<file path="src/rtl/syscall_unit_pkg.sv">
// Shared constants for the SYSCALL console unit.
// Holds the MIPS service codes, the ASCII characters used when formatting
// output, the FSM state encoding and a nibble-to-ASCII helper.
package syscall_unit_pkg;

  localparam logic [31:0] SVC_PRINT_INT  = 32'd1;
  localparam logic [31:0] SVC_EXIT       = 32'd10;
  localparam logic [31:0] SVC_PRINT_CHAR = 32'd11;
  localparam logic [31:0] SVC_PRINT_HEX  = 32'd34;

  localparam logic [7:0] ASCII_0     = 8'h30;
  localparam logic [7:0] ASCII_A     = 8'h61;
  localparam logic [7:0] ASCII_MINUS = 8'h2d;
  localparam logic [7:0] ASCII_X     = 8'h78;

  typedef enum logic [1:0] {
    ST_IDLE,
    ST_CONV,
    ST_EMIT,
    ST_HALT
  } state_t;

  typedef enum logic [1:0] {
    MODE_CHAR,
    MODE_HEX,
    MODE_DEC
  } mode_t;

  // Lowercase hex character for a nibble; also serves decimal digits 0-9.
  function automatic logic [7:0] hex_ascii(input logic [3:0] n);
    if (n < 4'd10) return ASCII_0 + {4'h0, n};
    else           return ASCII_A + {4'h0, n} - 8'd10;
  endfunction

endpackage

</file>
<file path="src/rtl/syscall_div10.sv">
// Serial restoring divide-by-10, one quotient bit per cycle (32 cycles).
// Ports:
//   clk, rst          clock, asynchronous active-low reset
//   start, dividend   load a new 32-bit dividend (accepted when not busy)
//   busy              division in progress
//   done              one-cycle pulse: quotient/remainder are valid
//   quotient          32-bit quotient
//   remainder         4-bit remainder (0..9)
module syscall_div10 (
  input  logic        clk,
  input  logic        rst,
  input  logic        start,
  input  logic [31:0] dividend,
  output logic        busy,
  output logic        done,
  output logic [31:0] quotient,
  output logic [3:0]  remainder
);

  logic [31:0] q;
  logic [3:0]  r;
  logic [4:0]  cnt;
  logic        busy_r;
  logic        done_r;

  // Partial remainder never exceeds 19, so 5 bits suffice for the trial.
  logic [4:0] trial;
  logic [4:0] diff;
  logic       ge;

  always_comb begin
    trial = {r, q[31]};
    diff  = trial - 5'd10;
    ge    = (trial >= 5'd10);
  end

  always_ff @(posedge clk or negedge rst) begin
    if (!rst) begin
      q      <= '0;
      r      <= '0;
      cnt    <= '0;
      busy_r <= 1'b0;
      done_r <= 1'b0;
    end else begin
      done_r <= 1'b0;
      if (busy_r) begin
        q   <= {q[30:0], ge};
        r   <= ge ? diff[3:0] : trial[3:0];
        cnt <= cnt + 5'd1;
        if (cnt == 5'd31) begin
          busy_r <= 1'b0;
          done_r <= 1'b1;
        end
      end else if (start) begin
        q      <= dividend;
        r      <= '0;
        cnt    <= '0;
        busy_r <= 1'b1;
      end
    end
  end

  assign busy      = busy_r;
  assign done      = done_r;
  assign quotient  = q;
  assign remainder = r;

endmodule

</file>
<file path="src/rtl/syscall_unit.sv">
// SYSCALL console unit: services print-int (1), print-char (11),
// print-hex (34) and exit (10) by streaming ASCII bytes over a
// valid/ready interface while stalling the pipeline.
// Ports:
//   clk, rst               clock, asynchronous active-low reset
//   syscall                SYSCALL decoded this cycle
//   registerv0, registera0 service code and argument
//   out_ready              console sink accepts out_data
//   out_valid, out_data    offered ASCII byte
//   stall                  freeze PC and register-file writes
//   halted                 exit executed; only reset leaves this state
module syscall_unit
  import syscall_unit_pkg::*;
#(
  parameter int unsigned DIGITS = 10
) (
  input  logic        clk,
  input  logic        rst,
  input  logic        syscall,
  input  logic [31:0] registerv0,
  input  logic [31:0] registera0,
  input  logic        out_ready,
  output logic        out_valid,
  output logic [7:0]  out_data,
  output logic        stall,
  output logic        halted
);

  localparam int unsigned SPW = $clog2(DIGITS + 1);

  state_t state, state_next;
  mode_t  mode;

  logic [31:0]    a0_reg;
  logic           neg;
  logic [3:0]     idx;
  logic [3:0]     stack [DIGITS];
  logic [SPW-1:0] sp;
  logic [7:0]     data_r;

  logic        div_start, div_busy, div_done;
  logic [31:0] div_in, div_q;
  logic [3:0]  div_r;

  logic        capture, conv_step, conv_last, emit_adv, last_byte, is_svc;
  logic [31:0] magnitude;
  logic [3:0]  next_idx;
  logic [2:0]  rshift;
  logic [7:0]  hex_next;

  syscall_div10 u_div (
    .clk       (clk),
    .rst       (rst),
    .start     (div_start),
    .dividend  (div_in),
    .busy      (div_busy),
    .done      (div_done),
    .quotient  (div_q),
    .remainder (div_r)
  );

  always_comb begin
    is_svc    = (registerv0 == SVC_PRINT_INT) || (registerv0 == SVC_PRINT_CHAR) ||
                (registerv0 == SVC_PRINT_HEX) || (registerv0 == SVC_EXIT);
    // Two's-complement negate; 0x80000000 maps onto itself as unsigned.
    magnitude = registera0[31] ? (~registera0 + 32'd1) : registera0;
    // Hex byte k (k>=2) is nibble 9-k counted from the LSB.
    next_idx  = idx + 4'd1;
    rshift    = 3'(4'd9 - next_idx);
    hex_next  = (next_idx == 4'd1) ? ASCII_X : hex_ascii(a0_reg[{rshift, 2'b00} +: 4]);
    unique case (mode)
      MODE_CHAR: last_byte = 1'b1;
      MODE_HEX:  last_byte = (idx == 4'd9);
      default:   last_byte = (sp == '0);
    endcase
  end

  always_comb begin
    state_next = state;
    capture    = 1'b0;
    div_start  = 1'b0;
    div_in     = div_q;
    conv_step  = 1'b0;
    conv_last  = 1'b0;
    emit_adv   = 1'b0;
    unique case (state)
      ST_IDLE: begin
        if (syscall) begin
          if (registerv0 == SVC_PRINT_INT) begin
            capture    = 1'b1;
            div_start  = 1'b1;
            div_in     = magnitude;
            state_next = ST_CONV;
          end else if (registerv0 == SVC_PRINT_CHAR || registerv0 == SVC_PRINT_HEX) begin
            capture    = 1'b1;
            state_next = ST_EMIT;
          end else if (registerv0 == SVC_EXIT) begin
            state_next = ST_HALT;
          end
        end
      end
      ST_CONV: begin
        if (div_done && !div_busy) begin
          if (div_q == '0) begin
            conv_last  = 1'b1;
            state_next = ST_EMIT;
          end else begin
            conv_step = 1'b1;
            div_start = 1'b1;
          end
        end
      end
      ST_EMIT: begin
        if (out_ready) begin
          if (last_byte) state_next = ST_IDLE;
          else           emit_adv   = 1'b1;
        end
      end
      ST_HALT: state_next = ST_HALT;
      default: state_next = ST_IDLE;
    endcase
  end

  always_ff @(posedge clk or negedge rst) begin
    if (!rst) state <= ST_IDLE;
    else      state <= state_next;
  end

  always_ff @(posedge clk or negedge rst) begin
    if (!rst) begin
      mode   <= MODE_CHAR;
      a0_reg <= '0;
      neg    <= 1'b0;
      idx    <= '0;
      sp     <= '0;
      data_r <= '0;
      for (int unsigned i = 0; i < DIGITS; i++) stack[i] <= '0;
    end else begin
      if (capture) begin
        a0_reg <= registera0;
        neg    <= registera0[31];
        idx    <= '0;
        sp     <= '0;
        if (registerv0 == SVC_PRINT_INT) begin
          mode <= MODE_DEC;
        end else if (registerv0 == SVC_PRINT_HEX) begin
          mode   <= MODE_HEX;
          data_r <= ASCII_0;
        end else begin
          mode   <= MODE_CHAR;
          data_r <= registera0[7:0];
        end
      end
      // The final remainder is the most significant digit: when there is no
      // sign to print it goes straight to out_data instead of the stack.
      if (conv_step || (conv_last && neg)) begin
        stack[sp] <= div_r;
        sp        <= sp + 1'b1;
      end
      if (conv_last) data_r <= neg ? ASCII_MINUS : hex_ascii(div_r);
      if (emit_adv) begin
        if (mode == MODE_HEX) begin
          idx    <= next_idx;
          data_r <= hex_next;
        end else begin
          data_r <= hex_ascii(stack[sp - 1'b1]);
          sp     <= sp - 1'b1;
        end
      end
    end
  end

  assign out_valid = (state == ST_EMIT);
  assign halted    = (state == ST_HALT);
  assign out_data  = data_r;
  assign stall     = (state != ST_IDLE) || (syscall && is_svc);

endmodule

</file>
<file path="config.mk">
export PLATFORM = sky130hd
export DESIGN_NAME = syscall_unit
export DESIGN_NICKNAME = d
export VERILOG_FILES = /design/src/rtl/syscall_unit_pkg.sv /design/src/rtl/syscall_div10.sv /design/src/rtl/syscall_unit.sv
export SDC_FILE = /design/constraint.sdc
export NUM_CORES = 1
export LEC_CHECK = 0
export ABC_AREA = 1
export CAP_MARGIN = 20
export CORE_MARGIN = 8
export CORE_UTILIZATION = 44
export DETAILED_ROUTE_END_ITERATION = 16
export PLACE_DENSITY = 0.68
export SLEW_MARGIN = 20
export SYNTH_ARGS = -nofsm -noshare
export SYNTH_HDL_FRONTEND = slang
export SYNTH_SLANG_ARGS = --single-unit
</file>
<file path="constraint.sdc">
create_clock -name clk -period 3.4 [get_ports clk]
set_input_delay 0.51 -clock clk [delete_from_list [all_inputs] [get_ports clk]]
set_output_delay 0.51 -clock clk [all_outputs]
set_load 0.005 [all_outputs]
</file>
### After elaboration in Yosys (flattened, before gate mapping)

Index checks and enable logic that the tools add are counted.

| cells by class | value |
|---|---|
| bitwise logic cells | 3 |
| muxes and demuxes | 68 |
| shifts and indexed selects | 1 |
| equal/unequal tests | 18 |
| $lt $le $gt $ge | 7 |
| add/sub/neg operators | 16 |
| reductions and logical operators | 24 |

Operators with widths:

| kind | number |
|---|---|
| $mux W32 | 6 |
| $mux W8 | 11 |
| $eq A32 B4 Y1 const B | 2 |
| $mux W4 | 13 |
| $bwmux W40 | 1 |
| $add A32 B1 Y32 const B | 1 |
| $eq A32 B1 Y1 const B | 1 |
| $eq A32 B6 Y1 const B | 1 |
| $logic_not A32 Y1 | 1 |
| $not A32 Y32 | 1 |
| $shiftx A32 B6 Y4 | 1 |
| $add A7 B4 Y8 const A | 3 |
| $sub A8 B4 Y8 const B | 3 |
| $add A6 B4 Y7 const A | 3 |
| $mux W1 | 21 |
| $mux W2 | 9 |
| $bmux W4 S4 | 1 |
| $demux W4 S4 | 1 |
| $lt A4 B4 Y1 const B | 3 |
| $ge A5 B5 Y1 const B | 2 |
| $mux W5 | 2 |
| $not A4 Y5 | 2 |
| $reduce_bool A2 Y1 | 5 |
| $add A4 B1 Y4 const B | 2 |
| other kinds (26) | 41 |

| storage, ports and cells | value |
|---|---|
| register bits | 136 |
| output and inout port bits | 11 |

### Depth between registers and ports, before layout

Gate-level depths: netlist of run 1.

| logic depth | value |
|---|---|
| word-level depth | 10 |
| gate-level depth with buffers | 21 |

### By module

A second synthesis of run 1 with hierarchy kept.

| unflattened totals | value |
|---|---|
| cells, all modules | 1298 |
| area total of the unflattened synthesis | 8943.6 µm² |

By module, submodules not included:

| module | area an instance (µm²) | sequential area each (µm²) | times used | cells an instance |
|---|---|---|---|---|
| syscall_unit | 7046.8 | 2302.2 | 1 | 1093 |
| syscall_div10 | 1896.8 | 1076.0 | 1 | 205 |

### Least setup slack after synthesis of run 1

Ideal clock, no wire load.

| path | value |
|---|---|
| path kind | reg2reg |
| from | reg idx[0] |
| to | reg data_r[4], in the netlist out_data[4] |
| buffers on the path | 2 |
| cell stages (with the launch flop) | 21 |
| setup slack | 1.053 ns |
| clock period less this slack | 2.347 ns |
| arrival | 2.231 ns |
| library setup time | 0.116 ns |
| cells stage by stage | dfrtp_1 > inv_2 > buf_2 > ha_1 > buf_4 > inv_2 > nand3_1 > nand2_1 > inv_1 > nand2_1 > nand3_1 > inv_1 > ha_1 > nand3_1 > nand2_1 > inv_1 > nand2_1 > a21oi_1 > nand2_1 > nand2_1 > nand2_1 |

| on the way | value |
|---|---|
| word-level cells in the longest chain between the ends | 9 |
| elaborated cells between the ends (all ways) | 20 |

RTL lines:

| item | RTL line | RTL |
|---|---|---|
| start: declaration | syscall_unit.sv:36 | `logic [3:0] idx;` |
| start signal: assignment | syscall_unit.sv:163 | `idx <= next_idx;` |
| $add A4 B1 Y4 | syscall_unit.sv:68 | `next_idx = idx + 4'd1;` |
| $sub A1 B3 Y3 | syscall_unit.sv:69 | `rshift = 3'(4'd9 - next_idx);` |
| $shiftx A32 B6 Y4 | syscall_unit.sv:70 | `hex_next = (next_idx == 4'd1) ? ASCII_X : hex_ascii(a0_reg[{rshift, 2'b00} +: 4]);` |
| $add A7 B4 Y8 | syscall_unit_pkg.sv:32 | `else return ASCII_A + {4'h0, n} - 8'd10;` |
| $sub A8 B4 Y8 | syscall_unit_pkg.sv:32 |  |
| $mux W8 | syscall_unit_pkg.sv:31 | `if (n < 4'd10) return ASCII_0 + {4'h0, n};` |
| $mux W8 | syscall_unit.sv:70 |  |
| $mux W8 | syscall_unit.sv:162 | `if (mode == MODE_HEX) begin` |
| $mux W8 | syscall_unit.sv:161 | `if (emit_adv) begin` |
| end signal: assignment | syscall_unit.sv:160 | `if (conv_last) data_r <= neg ? ASCII_MINUS : hex_ascii(div_r);` |
| end signal: assignment | syscall_unit.sv:164 | `data_r <= hex_next;` |
| end signal: assignment | syscall_unit.sv:166 | `data_r <= hex_ascii(stack[sp - 1'b1]);` |
| end: declaration | syscall_unit.sv:39 | `logic [7:0] data_r;` |

Several ways; a longest one is shown, not always the timed one.
A chain may end at the register's enable or synchronous reset.

### Worst setup path after layout of run 1

| path | value |
|---|---|
| from | in registerv0[7] |
| to | out stall |

| on the way | value |
|---|---|
| word-level cells in the longest chain between the ends | 6 |
| elaborated cells between the ends (all ways) | 9 |

RTL lines:

| item | RTL line | RTL |
|---|---|---|
| start: declaration | syscall_unit.sv:20 | `input logic [31:0] registerv0,` |
| $eq A32 B1 Y1 / $eq A32 B4 Y1 (equally long branches) | syscall_unit.sv:63 | `is_svc = (registerv0 == SVC_PRINT_INT) \|\| (registerv0 == SVC_PRINT_CHAR) \|\|` |
| $logic_or A1 B1 Y1 (2 in series) | syscall_unit.sv:63 |  |
| $logic_or A1 B1 Y1 * | syscall_unit.sv:64 | `(registerv0 == SVC_PRINT_HEX) \|\| (registerv0 == SVC_EXIT);` |
| $logic_and A1 B1 Y1 * | syscall_unit.sv:176 | `assign stall = (state != ST_IDLE) \|\| (syscall && is_svc);` |
| $logic_or A1 B1 Y1 * | syscall_unit.sv:176 |  |
| end: declaration | syscall_unit.sv:25 | `output logic stall,` |

Mark *: on every way between the ends. The rest lies on a longest branch, timed or not.

==> flow_metrics.tcl, run 1 <==
set metrics [dict create \
    wirelength_um 22170 \
    maxCapViolations 0 \
    critPathLaunchType "input port" \
    power_density_nw_per_um2 376.9 \
    crit_path_top_delay_cell "clkdlybuf4s50_1" \
    synth-simple-area-share_pct 32.58 \
    cts_tree "built" \
    slew_headroom_pct 45.04 \
    antenna_found_initial 0 \
    n_antenna_cell 0 \
    grt_pass1_wl_um 36430 \
    h-tree-depth 4 \
    cts_sinks 135 \
    wl_per_cell_um 14.93 \
    root_buffer "clkbuf_16" \
    leakagePower_uw 0.004787 \
    cts_resized 0 \
    area_growth_syn_to_layout_pct 18.74 \
    post-route-period-util_pct 86.31 \
    status "finished, final reports clean" \
    syn_inst 1167 \
    synth_xor_area_share_pct 2.740 \
    path_clk_slew_ps 60 \
    ys_seq_elements 135 \
    clk_latency_ps 430 \
    start_util_pct 44.48 \
    fmax_mhz 340.8 \
    crit_start "registerv0[7]" \
    grt_pass1_vias 7300 \
    cp.required_ps 2890 \
    crit_arrival_ps 2420 \
    finalSetupViolations 0 \
    yosysSeqAreaShare_pct 40.88 \
    cp_slowest_stage_delay_ps 520 \
    ios 79 \
    cts_buffers 17 \
    ir_worst_vdd_mv 0.3590 \
    async_reset_ff_share_pct 100.0 \
    r2r_start "sp[1]" \
    synth_flop_cell "dfrtp_1" \
    cts.path.max_buffers 2 \
    power_frac_clock_pct 50.3 \
    hpwl_um 16480 \
    fp.dieH_um 153.1 \
    yosysWarnings 0 \
    path_max_fanout 3 \
    post-cts-setup-buffers 0 \
    p_sw_share_pct 22.83 \
    dieArea_sq_um 23420 \
    end_kind "output port" \
    finalSetupTns_ps 0 \
    power.total_uw 3699 \
    syn_area_per_cell_sq_um 7.082 \
    skew_ps 8.705 \
    switchingPower_uw 844.6 \
    hold_violations 0 \
    die-width_um 153.1 \
    synth-compound-area-share_pct 12.35 \
    vias 7618 \
    seq_power_share_pct 43.5 \
    synth-edff-count 0 \
    overflow 0 \
    hp-class "in -> async" \
    ctsHoldBuffers 0 \
    row_count 50 \
    port_buffers 78 \
    drcViolationCount 0 \
    post-route-min-period_ps 2934 \
    core_area_sq_um 18580 \
    grt_max_degree 85 \
    largest_reg_flops 40 \
    p_comb_share_pct 6.2 \
    crit_type "in -> out" \
    path_cells "clkdlybuf4s50_1, nor2_2, nand3_1, nor3_1, nand3_1, nand4_1, o21a_1, clkdlybuf4s50_1" \
    holdWs_ps 146.3 \
    ys_types 44 \
    tightest_slew_ps 824.5 \
    synth_top_family_by_area "simple AND/OR/NAND/NOR gates" \
    p_int_uw 2854 \
    synth_fa_ha_area_share_pct 1.968 \
    slew_viol_final 0 \
    muxShareOfSynthArea_pct 0 \
    firstDrtPassIters 5 \
    drive_gt1_share_pct 8.873 \
    rsz0062_at_grt "no" \
    syn-num-nets 1248 \
    synth.cell_area_sq_um 8264 \
    fin_nets 1319 \
    place_congestion 0.8903 \
    drtIter0Drc 442 \
    fin_util_pct 52.81 \
    ant_nets 0 \
    grt.total_usage_pct 19.13 \
    vias_per_cell 5.130 \
]
==> layer usage <==
layer  vias up  share of wire, %  global-route usage (%)
li1       3887                 -                       -
met4         0               1.5                   6.079
met1      3555                44                   23.44
met3        29               3.4                   3.327
met5         -                 0                       0
met2       147                51                   33.57
==> synth_stat cells (14+ instances only) <==
library cell	number	share of area [%]
nand2_1	352	16
xor2_1	23	2.4
o21ai_0	95	5.8
dfrtp_1	135	41
nor2_1	93	4.2
nand2_2	21	1.6
inv_1	135	6.1
buf_2	15	0.91
a21oi_1	14	0.85
inv_2	20	0.91
nand3_1	109	6.6
o21ai_1	22	1.3
nor2_2	15	1.1
==> path summary, 6_finish.rpt <==
path                                           end  depth (start not counted)  slack, ps
max in group asynchronous       u_div.quotient[21]                          2       2530
worst min-delay path                     stack[31]                          1        150
worst min register to register           stack[12]                          2        480
worst max register to register         out_data[2]                         14        640
min in group clk                         stack[12]                          2        480
worst max-delay path                         stall                          8        470
==> cell type report <==
type / count / area [sq um]
tap: 234 / 292.8
inverter: 158 / 595.6
multi-input combinational: 840 / 4103
clock buffer: 19 / 432.9
sequential: 135 / 3378
clock inverter: 13 / 156.4
fill: 1797 / 8767
timing repair buffer: 86 / 854.6
==> layout by cell type, fill, tap and decap left out, drive strengths merged, types with 13 or more instances in the layout <==
cell	n
ha	13
inv	156
nand3	112
o211ai	13
a21oi	16
clkdlybuf4s50	77
xor2	24
dfrtp	135
o21ai	118
clkbuf	19
nor2	110
nand2	377
==> critical path: cells and delay by family <==
family / cells / cell delay, ps
buffers and inverters: 2 / 940
AO/OA/AOI/OAI: 1 / 140
AND/OR/NAND/NOR: 5 / 830
==> metrics by stage <==
stage	setup slack [ps]	std cells	instance area [sq um]
floorplan	1053	1167	8264
global placement	536.7	1453	9224
detailed placement	464.9	1453	9224
CTS	465.2	1485	9813
global route	310.8	1485	9813
finish	465.6	1485	9813
==> power groups by stage <==
stage,combinational (uW),sequential (uW),clock [uW]
after floorplan,73.8,1640,0
after global placement,233,1640,0
after detailed placement,233,1640,0
after CTS,234,1610,1890
after global routing,255,1610,1950
final,231,1610,1860
==> kinds of logic after synthesis <==
| group | Yosys count |
|---|---|
| AO/OA/AOI/OAI | 178 |
| XOR/XNOR | 25 |
| adder cells (fa/ha/maj) | 13 |
| buffers and inverters | 192 |
| flip-flops | 135 |
| AND/OR/NAND/NOR | 624 |
(Power assumes the default switching activity.)
==> run 2, diff against run 1 <==
Settings changed: CTS_CLUSTER_SIZE from default to 16.
==> results of run 2 <==
Final layout, timing and power as in run 1 (identical DEF).
